<file path="src/rtl/trigger_pkg.sv">
// trigger_pkg: shared mode/state types and source constants for trigger_unit_mc
package trigger_pkg;
  typedef enum logic [1:0] {ABOVE, BELOW, INSIDE, OUTSIDE} trig_mode_t;
  typedef enum logic [2:0] {IDLE, ARMING, ARMED, DELAY, GO, HOLDOFF, DONE} trig_state_t;
  localparam int unsigned SRC_EXT = 0;
endpackage

</file>
<file path="src/rtl/trigger_compare.sv">
// trigger_compare: registered per-channel level/window compare
// TRIG_HYST_EN turns the compare into a set/reset latch with hysteresis hyst.
module trigger_compare
  import trigger_pkg::*;
#(
  parameter int ADC_W = 12
) (
  input  logic             adc_clk,
  input  logic             reset_n,
`ifdef TRIG_HYST_EN
  input  logic             clr,
  input  logic [ADC_W-1:0] hyst,
`endif
  input  logic [ADC_W-1:0] data,
  input  logic [ADC_W-1:0] lvl_hi,
  input  logic [ADC_W-1:0] lvl_lo,
  input  trig_mode_t       mode,
  output logic             hit
);
  logic cond;
  always_comb
    cond = mode == ABOVE  ? data > lvl_hi :
           mode == BELOW  ? data < lvl_lo :
           mode == INSIDE ? (data >= lvl_lo && data <= lvl_hi) :
                            (data < lvl_lo || data > lvl_hi);
`ifdef TRIG_HYST_EN
  function automatic logic [ADC_W-1:0] sub_s(input logic [ADC_W-1:0] a, input logic [ADC_W-1:0] b);
    return a >= b ? a - b : '0;
  endfunction
  function automatic logic [ADC_W-1:0] add_s(input logic [ADC_W-1:0] a, input logic [ADC_W-1:0] b);
    logic [ADC_W:0] s;
    s = {1'b0, a} + {1'b0, b};
    return s[ADC_W] ? '1 : s[ADC_W-1:0];
  endfunction
  logic [ADC_W-1:0] hi_m, hi_p, lo_m, lo_p;
  logic rel;
  always_comb begin
    hi_m = sub_s(lvl_hi, hyst);
    hi_p = add_s(lvl_hi, hyst);
    lo_m = sub_s(lvl_lo, hyst);
    lo_p = add_s(lvl_lo, hyst);
    rel  = mode == ABOVE  ? data <= hi_m :
           mode == BELOW  ? data >= lo_p :
           mode == INSIDE ? (data <= lo_m || data >= hi_p) :
                            (data >= lo_p && data <= hi_m);
  end
  // in IDLE the latch degenerates to the raw compare so arming still sees a live level
  always_ff @(posedge adc_clk)
    hit <= !reset_n ? 1'b0 : cond || (hit && !rel && !clr);
`else
  always_ff @(posedge adc_clk)
    hit <= !reset_n ? 1'b0 : cond;
`endif
endmodule

</file>
<file path="src/rtl/trigger_unit_mc.sv">
// trigger_unit_mc: multi-channel, multi-segment trigger FSM issuing capture_go_o per segment
// TRIG_HYST_EN adds hyst_i and hysteresis latches in the channel compares.
module trigger_unit_mc
  import trigger_pkg::*;
#(
  parameter int ADC_W = 12,
  parameter int NCH   = 4,
  parameter int CNT_W = 32,
  parameter int SEG_W = 16
) (
  input  logic                 adc_clk,
  input  logic                 reset_n,
  input  logic [NCH*ADC_W-1:0] adc_data,
  input  logic                 ext_trigger_i,
  input  logic [$clog2(NCH):0] src_sel_i,
  input  logic [1:0]           mode_i,
  input  logic [ADC_W-1:0]     lvl_hi_i,
  input  logic [ADC_W-1:0]     lvl_lo_i,
`ifdef TRIG_HYST_EN
  input  logic [ADC_W-1:0]     hyst_i,
`endif
  input  logic                 trigger_level_i,
  input  logic                 trigger_wait_i,
  input  logic                 trigger_now_i,
  input  logic                 arm_i,
  input  logic                 armed_and_ready,
  input  logic [CNT_W-1:0]     trigger_offset_i,
  input  logic [CNT_W-1:0]     holdoff_i,
  input  logic [SEG_W-1:0]     num_segments_i,
  input  logic                 capture_done_i,
  output logic                 arm_o,
  output logic                 capture_active_o,
  output logic                 capture_go_o,
  output logic [SEG_W-1:0]     segment_cnt_o,
  output logic [CNT_W-1:0]     trigger_length_o,
  output logic [2:0]           state_o
);
  localparam int SW = $clog2(NCH) + 1;
  trig_state_t state, nxt, fire_to;
  logic [NCH-1:0] hit;
  logic [(1 << SW)-1:0] hit_x;
  logic [2:0] tsync;
  logic [CNT_W-1:0] cnt;
  logic [SEG_W-1:0] seg_inc, nseg;
  logic arm_d, raw, trigger, tnow, start, abort, fire, first_fire, go, first, last, len_run;
  for (genvar k = 0; k < NCH; k++) begin : g_ch
    trigger_compare #(.ADC_W(ADC_W)) u_cmp (
      .adc_clk (adc_clk),
      .reset_n (reset_n),
`ifdef TRIG_HYST_EN
      .clr     (state == IDLE),
      .hyst    (hyst_i),
`endif
      .data    (adc_data[k*ADC_W +: ADC_W]),
      .lvl_hi  (lvl_hi_i),
      .lvl_lo  (lvl_lo_i),
      .mode    (trig_mode_t'(mode_i)),
      .hit     (hit[k])
    );
  end
  always_comb begin
    hit_x   = {{((1 << SW) - NCH){1'b0}}, hit};
    raw     = (src_sel_i == SW'(SRC_EXT) || src_sel_i > SW'(NCH)) ? ext_trigger_i : hit_x[src_sel_i - SW'(1)];
    trigger = ~(raw ^ trigger_level_i);
    tnow    = tsync[1] & ~tsync[2];
    start   = state == IDLE && arm_i && !arm_d;
    first   = segment_cnt_o == '0;
    seg_inc = &segment_cnt_o ? segment_cnt_o : segment_cnt_o + SEG_W'(1);
    nseg    = num_segments_i == '0 ? SEG_W'(1) : num_segments_i;
    last    = seg_inc >= nseg;
    fire_to = trigger_offset_i == '0 ? GO : DELAY;
    abort   = state != IDLE && state != DONE && (!arm_i || capture_done_i);
    nxt     = IDLE;
    fire    = 1'b0;
    go      = 1'b0;
    if (!abort)
      case (state)
        IDLE:    nxt = start ? ARMING : IDLE;
        ARMING: begin
          fire = tnow;
          // later segments always need the trigger to fall first so each go is a fresh edge
          nxt  = tnow ? fire_to :
                 (armed_and_ready && (!trigger || (!trigger_wait_i && first))) ? ARMED : ARMING;
        end
        ARMED: begin
          fire = trigger || tnow;
          nxt  = fire ? fire_to : ARMED;
        end
        DELAY:   nxt = cnt >= trigger_offset_i ? GO : DELAY;
        GO: begin
          go  = 1'b1;
          nxt = last ? DONE : HOLDOFF;
        end
        HOLDOFF: nxt = cnt >= holdoff_i ? ARMING : HOLDOFF;
        DONE:    nxt = (!arm_i && (!capture_active_o || capture_done_i)) ? IDLE : DONE;
        default: nxt = IDLE;
      endcase
    first_fire = fire && first;
  end
  assign capture_go_o = go;
  assign state_o      = state;
  always_ff @(posedge adc_clk) begin
    if (!reset_n) begin
      state            <= IDLE;
      tsync            <= '0;
      arm_d            <= 1'b0;
      cnt              <= '0;
      segment_cnt_o    <= '0;
      arm_o            <= 1'b0;
      capture_active_o <= 1'b0;
      trigger_length_o <= '0;
      len_run          <= 1'b0;
    end else begin
      state            <= nxt;
      tsync            <= {tsync[1:0], trigger_now_i};
      arm_d            <= arm_i;
      // the trigger cycle itself is count 0, so offset N lands go N+1 cycles after it
      cnt              <= (fire || go) ? CNT_W'(1) : &cnt ? cnt : cnt + CNT_W'(1);
      segment_cnt_o    <= start ? '0 : go ? seg_inc : segment_cnt_o;
      arm_o            <= abort ? 1'b0 : start ? 1'b1 : first_fire ? 1'b0 : arm_o;
      capture_active_o <= (abort || (state == DONE && capture_done_i)) ? 1'b0 : fire ? 1'b1 : capture_active_o;
      len_run          <= state == IDLE ? 1'b0 : (first_fire && trigger) || (len_run && trigger);
      trigger_length_o <= start ? '0 :
                          (first_fire && trigger) ? CNT_W'(1) :
                          (len_run && trigger && !(&trigger_length_o)) ? trigger_length_o + CNT_W'(1) :
                          trigger_length_o;
    end
  end
endmodule
</file>
<file path="config.mk">
export PLATFORM = sky130hd
export DESIGN_NAME = trigger_unit_mc
export DESIGN_NICKNAME = d
export VERILOG_FILES = /design/src/rtl/trigger_pkg.sv /design/src/rtl/trigger_compare.sv /design/src/rtl/trigger_unit_mc.sv
export SDC_FILE = /design/constraint.sdc
export NUM_CORES = 1
export LEC_CHECK = 0
export BUFFER_PORTS_ARGS = -buffer_cell sky130_fd_sc_hd__buf_2
export CAP_MARGIN = 5
export CORE_MARGIN = 2
export CORE_UTILIZATION = 35
export DETAILED_ROUTE_END_ITERATION = 6
export SKIP_CTS_REPAIR_TIMING = 1
export SLEW_MARGIN = 40
export SYNTH_ARGS = -nofsm -noshare
export SYNTH_HDL_FRONTEND = slang
export SYNTH_SLANG_ARGS = --single-unit
</file>
<file path="constraint.sdc">
create_clock -name adc_clk -period 6.2 [get_ports adc_clk]
set_input_delay 0.62 -clock adc_clk [delete_from_list [all_inputs] [get_ports adc_clk]]
set_output_delay 0.62 -clock adc_clk [all_outputs]
set_load 0.05 [all_outputs]
</file>
==> impl_metrics.xml, run 1 <==
<?xml version="1.0" encoding="UTF-8"?>
<metrics>
  <group name="floorplan">
    <metric name="count_of_pins_on_the_block_boundary" unit="">220</metric>
    <metric name="start_util" unit="%">35.6</metric>
    <metric name="die_width" unit="µm">164</metric>
    <metric name="design.core.area" unit="µm²">25100</metric>
    <metric name="die-area" unit="µm²">26800</metric>
    <metric name="std_cell_rows" unit="">58</metric>
    <metric name="die_height" unit="µm">164</metric>
  </group>
  <group name="place">
    <metric name="placed_area" unit="µm²">10300</metric>
    <metric name="post_detailed_placement_half_perimeter_wirelength" unit="mm">20.7</metric>
    <metric name="gp_congestion" unit="">0.873</metric>
    <metric name="place.port_buffers" unit="">219</metric>
  </group>
  <group name="timing">
    <metric name="finalSetupTns" unit="ns">0</metric>
    <metric name="max_slew_margin" unit="%">53.8</metric>
    <metric name="hold_viol_final" unit="">0</metric>
    <metric name="worst_pin_slew" unit="ns">0.686</metric>
    <metric name="whs" unit="ns">0.442</metric>
    <metric name="number_of_setup_violations_in_the_final_report" unit="">0</metric>
    <metric name="finalCriticalPeriod" unit="ns">4.31</metric>
    <metric name="report.final.slew_viol_count" unit="">0</metric>
    <metric name="layout_worst_path_cycle_share" unit="%">69.6</metric>
    <metric name="grt_setup_unrepaired" unit="">no</metric>
    <metric name="worst_clock_skew" unit="ns">0.0112</metric>
    <metric name="timing.fmax" unit="MHz">232</metric>
  </group>
  <group name="route">
    <metric name="wl_met1" unit="mm">11.2</metric>
    <metric name="avgRoutedWirePerCell" unit="µm">14.7</metric>
    <metric name="route.detailed.vias_per_inst" unit="">5.08</metric>
    <metric name="route.vias.total" unit="">8485</metric>
    <metric name="detailedRoute.firstPassIterationCount" unit="">4</metric>
    <metric name="dr.first_iter.drc_count" unit="">373</metric>
    <metric name="wire_length_on_met2" unit="mm">11.2</metric>
    <metric name="drt-total-wl" unit="mm">24.5</metric>
    <metric name="postRouteAntennaNets" unit="">0</metric>
    <metric name="highest_signal_layer_in_the_routed_design" unit="">met5</metric>
    <metric name="wl_met3" unit="mm">1.58</metric>
    <metric name="drc_errors_left" unit="">0</metric>
  </group>
  <group name="yosys">
    <metric name="synth_top_cell_by_area" unit="">ha_1</metric>
    <metric name="sequential_area_share_after_synthesis" unit="%">21.1</metric>
    <metric name="asyncSetResetFlopFracSynth" unit="%">0</metric>
    <metric name="synthesis.yosys.warnings" unit="">0</metric>
    <metric name="synth_top_cells_by_area" unit="">ha_1 (25%), dfxtp_1 (21%), inv_1 (5.4%)</metric>
    <metric name="synth_enable_flop_cells" unit="">0</metric>
    <metric name="syn_area_per_cell" unit="µm²">7.96</metric>
    <metric name="synth_xor_xnor_area_share" unit="%">7.65</metric>
    <metric name="synthesis.nets" unit="">1471</metric>
    <metric name="yosys_register_bits" unit="">94</metric>
    <metric name="synth_top_family_by_area" unit="">adder cells</metric>
    <metric name="yosys_most_used_dff" unit="">dfxtp_1</metric>
    <metric name="mappedNetlistArea" unit="µm²">8930</metric>
    <metric name="synth_cells" unit="">1123</metric>
    <metric name="synth_adder_area_share" unit="%">25.5</metric>
    <metric name="post-synth-top-area-fraction" unit="%">25.5</metric>
    <metric name="yosys-mux-area-fraction" unit="%">0.938</metric>
    <metric name="synth.distinct_cells" unit="">65</metric>
    <metric name="synth_compound_gate_area_share" unit="%">16.1</metric>
    <metric name="synth_simple_gate_area_share" unit="%">22.1</metric>
  </group>
  <group name="setup_path">
    <metric name="cp_data_required_time" unit="ns">6.42</metric>
    <metric name="timing.rr.end" unit="">state_o[1]$_SDFF_PP0_</metric>
    <metric name="worst_ep_arrival_time" unit="ns">4.53</metric>
    <metric name="reg2reg_from" unit="">segment_cnt_o[3]$_SDFFE_PP0P_</metric>
    <metric name="worstSetupEndpointType" unit="">flip-flop</metric>
    <metric name="timing.reg2reg.setup_slack" unit="ns">1.89</metric>
    <metric name="crit_type" unit="">reg2reg</metric>
    <metric name="max_stage_delay" unit="ns">0.63</metric>
    <metric name="cp_max_fo" unit="">9</metric>
    <metric name="critical_path.cell_chain" unit="">nand4_1, nor4_1, nand4_1, xnor2_1, ha_1, nand2b_1, a21o_1, a211oi_1, o21bai_1, a2111oi_0, o21ai_0, a2111oi_0, nor2b_1</metric>
    <metric name="slowest_cp_cell" unit="">nor4_1</metric>
    <metric name="crit_path_start_kind" unit="">flip-flop</metric>
    <metric name="timing.reg2reg.worst_path_depth" unit="">13</metric>
  </group>
  <group name="global_routing">
    <metric name="wire_length_of_the_first_global_routing_pass" unit="mm">39.4</metric>
    <metric name="initial_antenna_violation_count" unit="">6</metric>
    <metric name="grt_max_degree" unit="">32</metric>
    <metric name="overflow_left_after_global_routing" unit="">0</metric>
    <metric name="via_count_of_the_first_global_routing_pass" unit="">8095</metric>
    <metric name="grt_util_all_layers" unit="%">18.1</metric>
  </group>
  <group name="hold_path">
    <metric name="holdPathStages" unit="">1</metric>
    <metric name="hold_end" unit="">tsync[1]$_SDFF_PN0_</metric>
    <metric name="hp-class" unit="">reg2reg</metric>
    <metric name="holdCritStartpoint" unit="">tsync[0]$_SDFF_PN0_</metric>
  </group>
  <group name="pwr">
    <metric name="p_leak" unit="nW">5.30</metric>
    <metric name="cellPowerDensity" unit="nW/µm²">141</metric>
    <metric name="power.ir.vdd_worst" unit="V">0.000115</metric>
  </group>
  <group name="clock_network">
    <metric name="htree_levels" unit="">3</metric>
    <metric name="cts_max_path_buffers" unit="">2</metric>
    <metric name="cts_tree" unit="">built</metric>
    <metric name="clk_lat_worst_skew" unit="ns">0.35</metric>
    <metric name="clkSlewWorstSetupHoldPaths" unit="ns">0.08</metric>
    <metric name="cts_made_buffers" unit="">9</metric>
    <metric name="root_buffer" unit="">clkbuf_16</metric>
    <metric name="tritoncts_sink_count" unit="">94</metric>
  </group>
  <group name="final_layout">
    <metric name="area_delta_synth_final" unit="%">19.0</metric>
    <metric name="finalInstanceArea" unit="µm²">10600</metric>
    <metric name="fraction_of_layout_cells_with_a_size_suffix_above_1" unit="%">19.0</metric>
    <metric name="nNetsFinal" unit="">1682</metric>
  </group>
  <group name="job">
    <metric name="max_cap_viol_count" unit="">0</metric>
  </group>
  <group name="run_status">
    <metric name="result_of_the_run" unit="">completed</metric>
  </group>
</metrics>
layout by cell type, fill, tap and decap left out, drive strengths merged, types with 8 or more instances in the layout:
cell,n
or3,9
nand4,57
and4,8
buf,220
and3,14
clkbuf,9
nor3,26
inv,131
xnor2,43
o21a,19
ha,182
xor2,35
nand3,31
a21o,37
nor4,18
o21ai,44
dfxtp,94
nor2b,15
o211ai,10
a211oi,17
nand2b,9
nand2,67
nor2,126
a21oi,52
logic make-up (layout without fill, tap and decap cells):
family,Yosys count,after routing
mux,7,7
xor+xnor,78,78
simple gates,397,397
fa+ha+maj,182,182
buf+inv,149,365
compound gates,216,216
other cells,0,2
flops,94,94
where the power goes:
| group | internal, mW | switching, mW | leakage [nW] |
|---|---|---|---|
| Combinational | 0.147 | 0.189 | 4.41 |
| Clock | 0.277 | 0.262 | 0.130 |
| Sequential | 0.612 | 0.00827 | 0.760 |
worst max path at each step:
stage                            endpoint  cells past startpoint                     startpoint
detailed placement  state_o[1]$_SDFF_PP0_                     13  segment_cnt_o[3]$_SDFFE_PP0P_
global route        state_o[1]$_SDFF_PP0_                     13  segment_cnt_o[3]$_SDFFE_PP0P_
finish              state_o[1]$_SDFF_PP0_                     13  segment_cnt_o[3]$_SDFFE_PP0P_
floorplan           state_o[1]$_SDFF_PP0_                     14  segment_cnt_o[3]$_SDFFE_PP0P_
CTS                 state_o[1]$_SDFF_PP0_                     13  segment_cnt_o[3]$_SDFFE_PP0P_
global placement    state_o[1]$_SDFF_PP0_                     13  segment_cnt_o[3]$_SDFFE_PP0P_
layout make-up:
| class | instances | area (µm²) |
|---|---|---|
| Antenna cell | 2 | 5.00 |
| Clock buffer | 9 | 225 |
| Clock inverter | 7 | 56.3 |
| Fill cell | 2664 | 14500 |
| Inverter | 129 | 484 |
| Multi-Input combinational cell | 880 | 6460 |
| Sequential cell | 94 | 1880 |
| Tap cell | 330 | 413 |
| Timing Repair Buffer | 220 | 1100 |
flip-flops by register name (all words and copies together) (netlist names):
| name | flops |
|---|---|
| tsync | 3 |
| g_ch.u_cmp.hit | 4 |
| capture_active_o | 1 |
| arm_o | 1 |
| segment_cnt_o | 16 |
| len_run | 1 |
| arm_d | 1 |
| state_o | 3 |
| trigger_length_o | 32 |
| cnt | 32 |
stage by stage:
stage               utilization (%)  cells  worst slack [ns]  power (mW)
floorplan                         -   1123              2.23       0.843
global placement               41.2   1653              2.11       0.965
detailed placement             41.2   1653              1.92       0.972
CTS                            42.3   1669              1.89        1.52
global route                   42.3   1671              1.42        1.59
finish                         42.3   1671              1.89        1.49
cells in the mapped netlist (2+ instances only):
| cell | instances |
|---|---|
| ha_1 | 182 |
| inv_1 | 128 |
| nor2_1 | 126 |
| dfxtp_1 | 94 |
| nand2_1 | 67 |
| nand4_1 | 57 |
| a21oi_1 | 51 |
| o21ai_0 | 43 |
| xnor2_1 | 43 |
| a21o_1 | 36 |
| xor2_1 | 35 |
| nand3_1 | 31 |
| nor3_1 | 25 |
| o21a_1 | 19 |
| nor4_1 | 18 |
| a211oi_1 | 17 |
| nor2b_1 | 15 |
| and3_1 | 14 |
| clkbuf_1 | 12 |
| o211ai_1 | 9 |
| or3_1 | 9 |
| and4_1 | 8 |
| nand2b_1 | 8 |
| a31oi_1 | 6 |
| and2_1 | 6 |
| mux2i_1 | 5 |
| or2_2 | 5 |
| a2111oi_0 | 4 |
| buf_2 | 3 |
| buf_6 | 3 |
| o22ai_1 | 3 |
| a221o_1 | 2 |
| a311oi_1 | 2 |
| a32oi_1 | 2 |
| o211a_1 | 2 |
| o311a_1 | 2 |
| o41ai_1 | 2 |
| or2b_2 | 2 |
metal layers:
layer  up-vias  global-route usage [%]
li1       4433                       -
met1      3816                    22.8
met5         -                       0
met3        34                    4.39
met2       196                    31.1
met4         6                    4.63
worst max-delay path, delay by kind of cell (launching register included):
| family | cells | cell delay, ns |
|---|---|---|
| AOI/OAI and AO/OA | 6 | 1.62 |
| and+or+nand+nor | 5 | 1.54 |
| DFF | 1 | 0.50 |
| xor gates and xnor gates | 1 | 0.28 |
| adders and majority gates | 1 | 0.25 |
Power figures use the tool's default switching activity.
==> inputs of run 2 (changes only) <==
- clock period: 6.2 -> 4.5 ns (I/O delays scaled with it)
==> impl_metrics.xml, run 2 (same netlist as run 1, synthesis figures left out) <==
<?xml version="1.0" encoding="UTF-8"?>
<metrics>
  <group name="global_routing">
    <metric name="via_count_of_the_first_global_routing_pass" unit="">8300</metric>
    <metric name="initial_antenna_violation_count" unit="">4</metric>
    <metric name="grt_util_all_layers" unit="%">18.2</metric>
    <metric name="groute.layer.met1.usage" unit="%">22.8</metric>
    <metric name="overflow_left_after_global_routing" unit="">0</metric>
    <metric name="grtUsageMet3" unit="%">3.89</metric>
    <metric name="grt.busiest_layer" unit="">met2</metric>
    <metric name="use_met2" unit="%">31.0</metric>
    <metric name="grt_max_degree" unit="">32</metric>
    <metric name="wire_length_of_the_first_global_routing_pass" unit="mm">39.5</metric>
  </group>
  <group name="route">
    <metric name="route.detailed.vias_per_inst" unit="">5.07</metric>
    <metric name="drt-total-wl" unit="mm">24.4</metric>
    <metric name="detailedRoute.firstPassIterationCount" unit="">5</metric>
    <metric name="drc_errors_left" unit="">0</metric>
    <metric name="postRouteAntennaNets" unit="">0</metric>
    <metric name="route.vias.total" unit="">8492</metric>
    <metric name="avgRoutedWirePerCell" unit="µm">14.6</metric>
    <metric name="dr.first_iter.drc_count" unit="">382</metric>
  </group>
  <group name="floorplan">
    <metric name="die-area" unit="µm²">26800</metric>
    <metric name="count_of_pins_on_the_block_boundary" unit="">220</metric>
    <metric name="start_util" unit="%">35.6</metric>
    <metric name="die_height" unit="µm">164</metric>
    <metric name="std_cell_rows" unit="">58</metric>
    <metric name="design.core.area" unit="µm²">25100</metric>
    <metric name="die_width" unit="µm">164</metric>
  </group>
  <group name="place">
    <metric name="post_detailed_placement_half_perimeter_wirelength" unit="mm">20.7</metric>
    <metric name="gp_congestion" unit="">0.852</metric>
    <metric name="place.port_buffers" unit="">219</metric>
    <metric name="placed_area" unit="µm²">10400</metric>
  </group>
  <group name="setup_path">
    <metric name="reg2reg_from" unit="">segment_cnt_o[3]$_SDFFE_PP0P_</metric>
    <metric name="timing.reg2reg.worst_path_depth" unit="">14</metric>
    <metric name="timing.reg2reg.setup_slack" unit="ns">0.57</metric>
    <metric name="worstSetupEndpointType" unit="">flip-flop</metric>
    <metric name="max_stage_delay" unit="ns">0.50</metric>
    <metric name="timing.critical_path.buf_inv" unit="">1</metric>
    <metric name="cp_max_fo" unit="">9</metric>
    <metric name="slowest_cp_cell" unit="">a2111oi_0</metric>
    <metric name="path_delay_family" unit="">compound AO/OA/AOI/OAI gates</metric>
    <metric name="crit_path_start_kind" unit="">flip-flop</metric>
    <metric name="cp_data_required_time" unit="ns">4.73</metric>
    <metric name="critical_path.cell_chain" unit="">nand4_1, nor4_1, buf_4, nand4_1, xnor2_1, ha_1, nand2b_1, a21o_1, a211oi_1, o21bai_1, a2111oi_0, o21ai_0, a2111oi_0, nor2b_1</metric>
    <metric name="crit_type" unit="">reg2reg</metric>
    <metric name="timing.rr.end" unit="">state_o[1]$_SDFF_PP0_</metric>
    <metric name="worst_ep_arrival_time" unit="ns">4.16</metric>
  </group>
  <group name="timing">
    <metric name="whs" unit="ns">0.323</metric>
    <metric name="worst_clock_skew" unit="ns">0.0103</metric>
    <metric name="hold_viol_final" unit="">0</metric>
    <metric name="layout_worst_path_cycle_share" unit="%">87.4</metric>
    <metric name="max_slew_margin" unit="%">52.1</metric>
    <metric name="number_of_setup_violations_in_the_final_report" unit="">0</metric>
    <metric name="finalCriticalPeriod" unit="ns">3.93</metric>
    <metric name="grt_setup_unrepaired" unit="">no</metric>
    <metric name="worst_pin_slew" unit="ns">0.714</metric>
    <metric name="report.final.slew_viol_count" unit="">0</metric>
    <metric name="finalSetupTns" unit="ns">0</metric>
    <metric name="timing.fmax" unit="MHz">254</metric>
  </group>
  <group name="clock_network">
    <metric name="cts_tree" unit="">built</metric>
    <metric name="cts_made_buffers" unit="">9</metric>
    <metric name="htree_levels" unit="">3</metric>
    <metric name="clk_lat_worst_skew" unit="ns">0.35</metric>
    <metric name="clkSlewWorstSetupHoldPaths" unit="ns">0.07</metric>
    <metric name="cts_max_path_buffers" unit="">2</metric>
    <metric name="tritoncts_sink_count" unit="">94</metric>
    <metric name="root_buffer" unit="">clkbuf_16</metric>
  </group>
  <group name="pwr">
    <metric name="p_leak" unit="nW">5.31</metric>
    <metric name="p_comb_share" unit="%">22.3</metric>
    <metric name="sequential_power_share" unit="%">41.3</metric>
    <metric name="cellPowerDensity" unit="nW/µm²">194</metric>
    <metric name="netSwitchingFraction" unit="%">30.7</metric>
    <metric name="share_of_total_power_in_the_clock_network" unit="%">36.4</metric>
    <metric name="power.ir.vdd_worst" unit="V">0.000171</metric>
    <metric name="fin_total_pwr" unit="mW">2.07</metric>
    <metric name="total_switching_power" unit="µW">636</metric>
    <metric name="p_int" unit="mW">1.43</metric>
  </group>
  <group name="hold_path">
    <metric name="hp-class" unit="">in2reg</metric>
    <metric name="holdCritStartpoint" unit="">trigger_now_i</metric>
    <metric name="holdPathStages" unit="">2</metric>
    <metric name="hold_end" unit="">tsync[0]$_SDFF_PN0_</metric>
  </group>
  <group name="run_status">
    <metric name="result_of_the_run" unit="">completed</metric>
  </group>
  <group name="final_layout">
    <metric name="finalInstanceArea" unit="µm²">10700</metric>
    <metric name="layout_top_registers" unit="">cnt (32), trigger_length_o (32), segment_cnt_o (16)</metric>
    <metric name="nNetsFinal" unit="">1683</metric>
    <metric name="layout.cells.most_common" unit="">buf_2</metric>
    <metric name="area_delta_synth_final" unit="%">19.3</metric>
    <metric name="layout.cells.most_common_list" unit="">buf_2 (219), ha_1 (182), inv_1 (128)</metric>
    <metric name="seqCellArea" unit="µm²">1880</metric>
    <metric name="n_fill_cell" unit="">2639</metric>
    <metric name="fraction_of_layout_cells_with_a_size_suffix_above_1" unit="%">19.0</metric>
    <metric name="multiInputGateArea" unit="µm²">6460</metric>
  </group>
  <group name="job">
    <metric name="max_cap_viol_count" unit="">0</metric>
  </group>
</metrics>
## run 2: cell count changes in the layout (fill, tap and decap cells not counted), sizes merged
cell	delta
clkinvlp	-1
diode	+2
inv	+1
buf	+1
## run 2: worst max-delay path by stage
stage               cells past startpoint  slack, ns                           from               endpoint
finish                                 14       0.57  segment_cnt_o[3]$_SDFFE_PP0P_  state_o[1]$_SDFF_PP0_
global route                           14       0.07  segment_cnt_o[3]$_SDFFE_PP0P_  state_o[1]$_SDFF_PP0_
CTS                                    14       0.53  segment_cnt_o[3]$_SDFFE_PP0P_  state_o[1]$_SDFF_PP0_
detailed placement                     14       0.55  segment_cnt_o[3]$_SDFFE_PP0P_  state_o[1]$_SDFF_PP0_
global placement                       14       0.70  segment_cnt_o[3]$_SDFFE_PP0P_  state_o[1]$_SDFF_PP0_
floorplan                              14       0.53  segment_cnt_o[3]$_SDFFE_PP0P_  state_o[1]$_SDFF_PP0_
## run 2: cell type report
class	count	area share, %
flip-flops and latches	94	17.7
inverters	129	4.54
clock inverters	7	0.646
multi-input cells	880	60.6
repair buffers	221	10.4
diodes	4	0.0939
clock buffers	9	2.11
well taps	330	3.87
## run 2: power by group through the flow
stage               registers [mW]  clock network, mW  logic (mW)
floorplan                    0.882                  0       0.279
global placement             0.874                  0       0.455
detailed placement           0.874                  0       0.466
CTS                          0.854              0.784       0.469
global route                 0.856              0.814       0.532
finish                       0.854              0.754       0.462
## run 2: layer usage
layer	wire length, µm	up-vias
met3	1520	34
li1	-	4439
met1	11100	3814
met5	29	-
met4	490	4
met2	11300	201
## run 2: through the flow
step	std cells	util [%]	setup WS (ns)
3_5_place_dp	1654	41.2	0.548
4_1_cts	1670	42.4	0.530
6_report	1674	42.4	0.566
2_1_floorplan	1123	-	0.531
5_1_grt	1672	42.4	0.0673
3_3_place_gp	1654	41.2	0.703
==> inputs of run 3 (changes only) <==
- REMOVE_ABC_BUFFERS: default -> 1
==> impl_metrics.xml, run 3 (same netlist as run 1, synthesis figures left out) <==
<?xml version="1.0" encoding="UTF-8"?>
<metrics>
  <group name="floorplan">
    <metric name="die_height" unit="µm">164</metric>
    <metric name="die-area" unit="µm²">26800</metric>
    <metric name="start_util" unit="%">35.6</metric>
    <metric name="count_of_pins_on_the_block_boundary" unit="">220</metric>
    <metric name="std_cell_rows" unit="">58</metric>
    <metric name="die_width" unit="µm">164</metric>
    <metric name="design.core.area" unit="µm²">25100</metric>
  </group>
  <group name="global_routing">
    <metric name="via_count_of_the_first_global_routing_pass" unit="">8407</metric>
    <metric name="grt_util_all_layers" unit="%">18.9</metric>
    <metric name="grt.busiest_layer" unit="">met2</metric>
    <metric name="wire_length_of_the_first_global_routing_pass" unit="mm">40.7</metric>
    <metric name="groute.layer.met1.usage" unit="%">24.1</metric>
    <metric name="grt_max_degree" unit="">32</metric>
    <metric name="overflow_left_after_global_routing" unit="">0</metric>
    <metric name="use_met2" unit="%">32.4</metric>
    <metric name="initial_antenna_violation_count" unit="">9</metric>
    <metric name="grtUsageMet3" unit="%">3.86</metric>
  </group>
  <group name="setup_path">
    <metric name="crit_path_start_kind" unit="">flip-flop</metric>
    <metric name="timing.reg2reg.worst_path_depth" unit="">16</metric>
    <metric name="crit_type" unit="">reg2reg</metric>
    <metric name="timing.reg2reg.setup_slack" unit="ns">0.45</metric>
    <metric name="max_stage_delay" unit="ns">0.52</metric>
    <metric name="cp_max_fo" unit="">9</metric>
    <metric name="path_delay_family" unit="">simple AND/OR/NAND/NOR gates</metric>
    <metric name="crit_cells" unit="">16</metric>
    <metric name="timing.critical_path.buf_inv" unit="">1</metric>
    <metric name="crit_path_frequent_cell" unit="">nand4_1</metric>
    <metric name="critical_path.cell_chain" unit="">nand4_1, nor4_1, buf_4, nand4_1, nand4_1, nor3_1, xnor2_1, ha_1, a21oi_1, nor2_1, a211oi_1, o21ai_0, nor2_1, o21ai_0, a2111oi_0, nor2b_1</metric>
    <metric name="slowest_cp_cell" unit="">dfxtp_1</metric>
    <metric name="cp_data_required_time" unit="ns">4.73</metric>
    <metric name="worstSetupEndpointType" unit="">flip-flop</metric>
    <metric name="worst_ep_arrival_time" unit="ns">4.28</metric>
  </group>
  <group name="route">
    <metric name="route.detailed.vias_per_inst" unit="">5.09</metric>
    <metric name="drc_errors_left" unit="">0</metric>
    <metric name="dr.first_iter.drc_count" unit="">360</metric>
    <metric name="detailedRoute.firstPassIterationCount" unit="">5</metric>
    <metric name="drt-total-wl" unit="mm">25.0</metric>
    <metric name="route.vias.total" unit="">8536</metric>
    <metric name="postRouteAntennaNets" unit="">0</metric>
    <metric name="avgRoutedWirePerCell" unit="µm">14.9</metric>
  </group>
  <group name="timing">
    <metric name="grt_setup_unrepaired" unit="">no</metric>
    <metric name="layout_worst_path_cycle_share" unit="%">90.1</metric>
    <metric name="timing.fmax" unit="MHz">247</metric>
    <metric name="worst_pin_slew" unit="ns">0.720</metric>
    <metric name="number_of_setup_violations_in_the_final_report" unit="">0</metric>
    <metric name="post-route-worst-setup-slack" unit="ns">0.447</metric>
    <metric name="worst_clock_skew" unit="ns">0.00863</metric>
    <metric name="report.final.slew_viol_count" unit="">0</metric>
    <metric name="max_slew_margin" unit="%">51.7</metric>
    <metric name="hold_viol_final" unit="">0</metric>
    <metric name="finalCriticalPeriod" unit="ns">4.05</metric>
    <metric name="finalSetupTns" unit="ns">0</metric>
  </group>
  <group name="clock_network">
    <metric name="htree_levels" unit="">3</metric>
    <metric name="root_buffer" unit="">clkbuf_16</metric>
    <metric name="cts_made_buffers" unit="">9</metric>
    <metric name="cts_max_path_buffers" unit="">2</metric>
    <metric name="cts_tree" unit="">built</metric>
    <metric name="clk_lat_worst_skew" unit="ns">0.35</metric>
    <metric name="clkSlewWorstSetupHoldPaths" unit="ns">0.07</metric>
    <metric name="tritoncts_sink_count" unit="">94</metric>
  </group>
  <group name="pwr">
    <metric name="cellPowerDensity" unit="nW/µm²">198</metric>
    <metric name="fin_total_pwr" unit="mW">2.12</metric>
    <metric name="p_leak" unit="nW">5.33</metric>
    <metric name="power.ir.vdd_worst" unit="V">0.000173</metric>
  </group>
  <group name="final_layout">
    <metric name="finalInstanceArea" unit="µm²">10700</metric>
    <metric name="layout.cells.most_common" unit="">buf_2</metric>
    <metric name="nNetsFinal" unit="">1683</metric>
    <metric name="layout_top_registers" unit="">cnt (32), trigger_length_o (32), segment_cnt_o (16)</metric>
    <metric name="layout.cells.most_common_list" unit="">buf_2 (219), ha_1 (182), inv_1 (128)</metric>
    <metric name="fraction_of_layout_cells_with_a_size_suffix_above_1" unit="%">19.0</metric>
    <metric name="area_delta_synth_final" unit="%">19.5</metric>
    <metric name="n_fill_cell" unit="">2589</metric>
  </group>
  <group name="place">
    <metric name="place.port_buffers" unit="">219</metric>
    <metric name="gp_congestion" unit="">0.904</metric>
    <metric name="minimum_setup_slack_after_placement" unit="ns">0.512</metric>
    <metric name="post_detailed_placement_half_perimeter_wirelength" unit="mm">21.2</metric>
    <metric name="placed_area" unit="µm²">10400</metric>
  </group>
  <group name="run_status">
    <metric name="result_of_the_run" unit="">completed</metric>
  </group>
  <group name="hold_path">
    <metric name="hp-class" unit="">in2reg</metric>
    <metric name="holdPathStages" unit="">2</metric>
  </group>
  <group name="job">
    <metric name="max_cap_viol_count" unit="">0</metric>
  </group>
</metrics>
## run 3: final cells by class
type	count	area (µm²)	share of cell area (%)
antenna	6	15.0	0.141
clock buffer	9	225	2.11
clock inverter	7	80.1	0.750
inverter	129	484	4.54
multi-input combinational	880	6460	60.6
sequential	94	1880	17.6
tap	330	413	3.87
timing repair buffer	221	1110	10.4
## run 3: path summary, 6_finish.rpt
check | startpoint | to
worst max register to register | segment_cnt_o[3]$_SDFFE_PP0P_ | state_o[1]$_SDFF_PP0_
worst min register to register | tsync[0]$_SDFF_PN0_ | tsync[1]$_SDFF_PN0_
worst min-delay path | trigger_now_i | tsync[0]$_SDFF_PN0_
worst max-delay path | segment_cnt_o[3]$_SDFFE_PP0P_ | state_o[1]$_SDFF_PP0_
## run 3: report_power, final
| group | switching [mW] | total (mW) | internal [mW] | leakage, nW |
|---|---|---|---|---|
| Sequential | 0.0118 | 0.855 | 0.843 | 0.760 |
| Clock | 0.355 | 0.794 | 0.439 | 0.148 |
| Combinational | 0.265 | 0.467 | 0.203 | 4.42 |
## run 3: metal layers
layer	up-vias	share of wire, %
met4	2	1.5
met5	-	0.044
met3	21	6.4
met2	213	46
li1	4446	-
met1	3854	46
## run 3: metrics by stage
step                util [%]  hold slack, ns  std cells
finish                  42.5           0.313       1676
global placement        41.2           0.419       1654
floorplan                  -           0.412       1103
detailed placement      41.2           0.424       1654
global route            42.5           0.314       1672
CTS                     42.4           0.294       1670
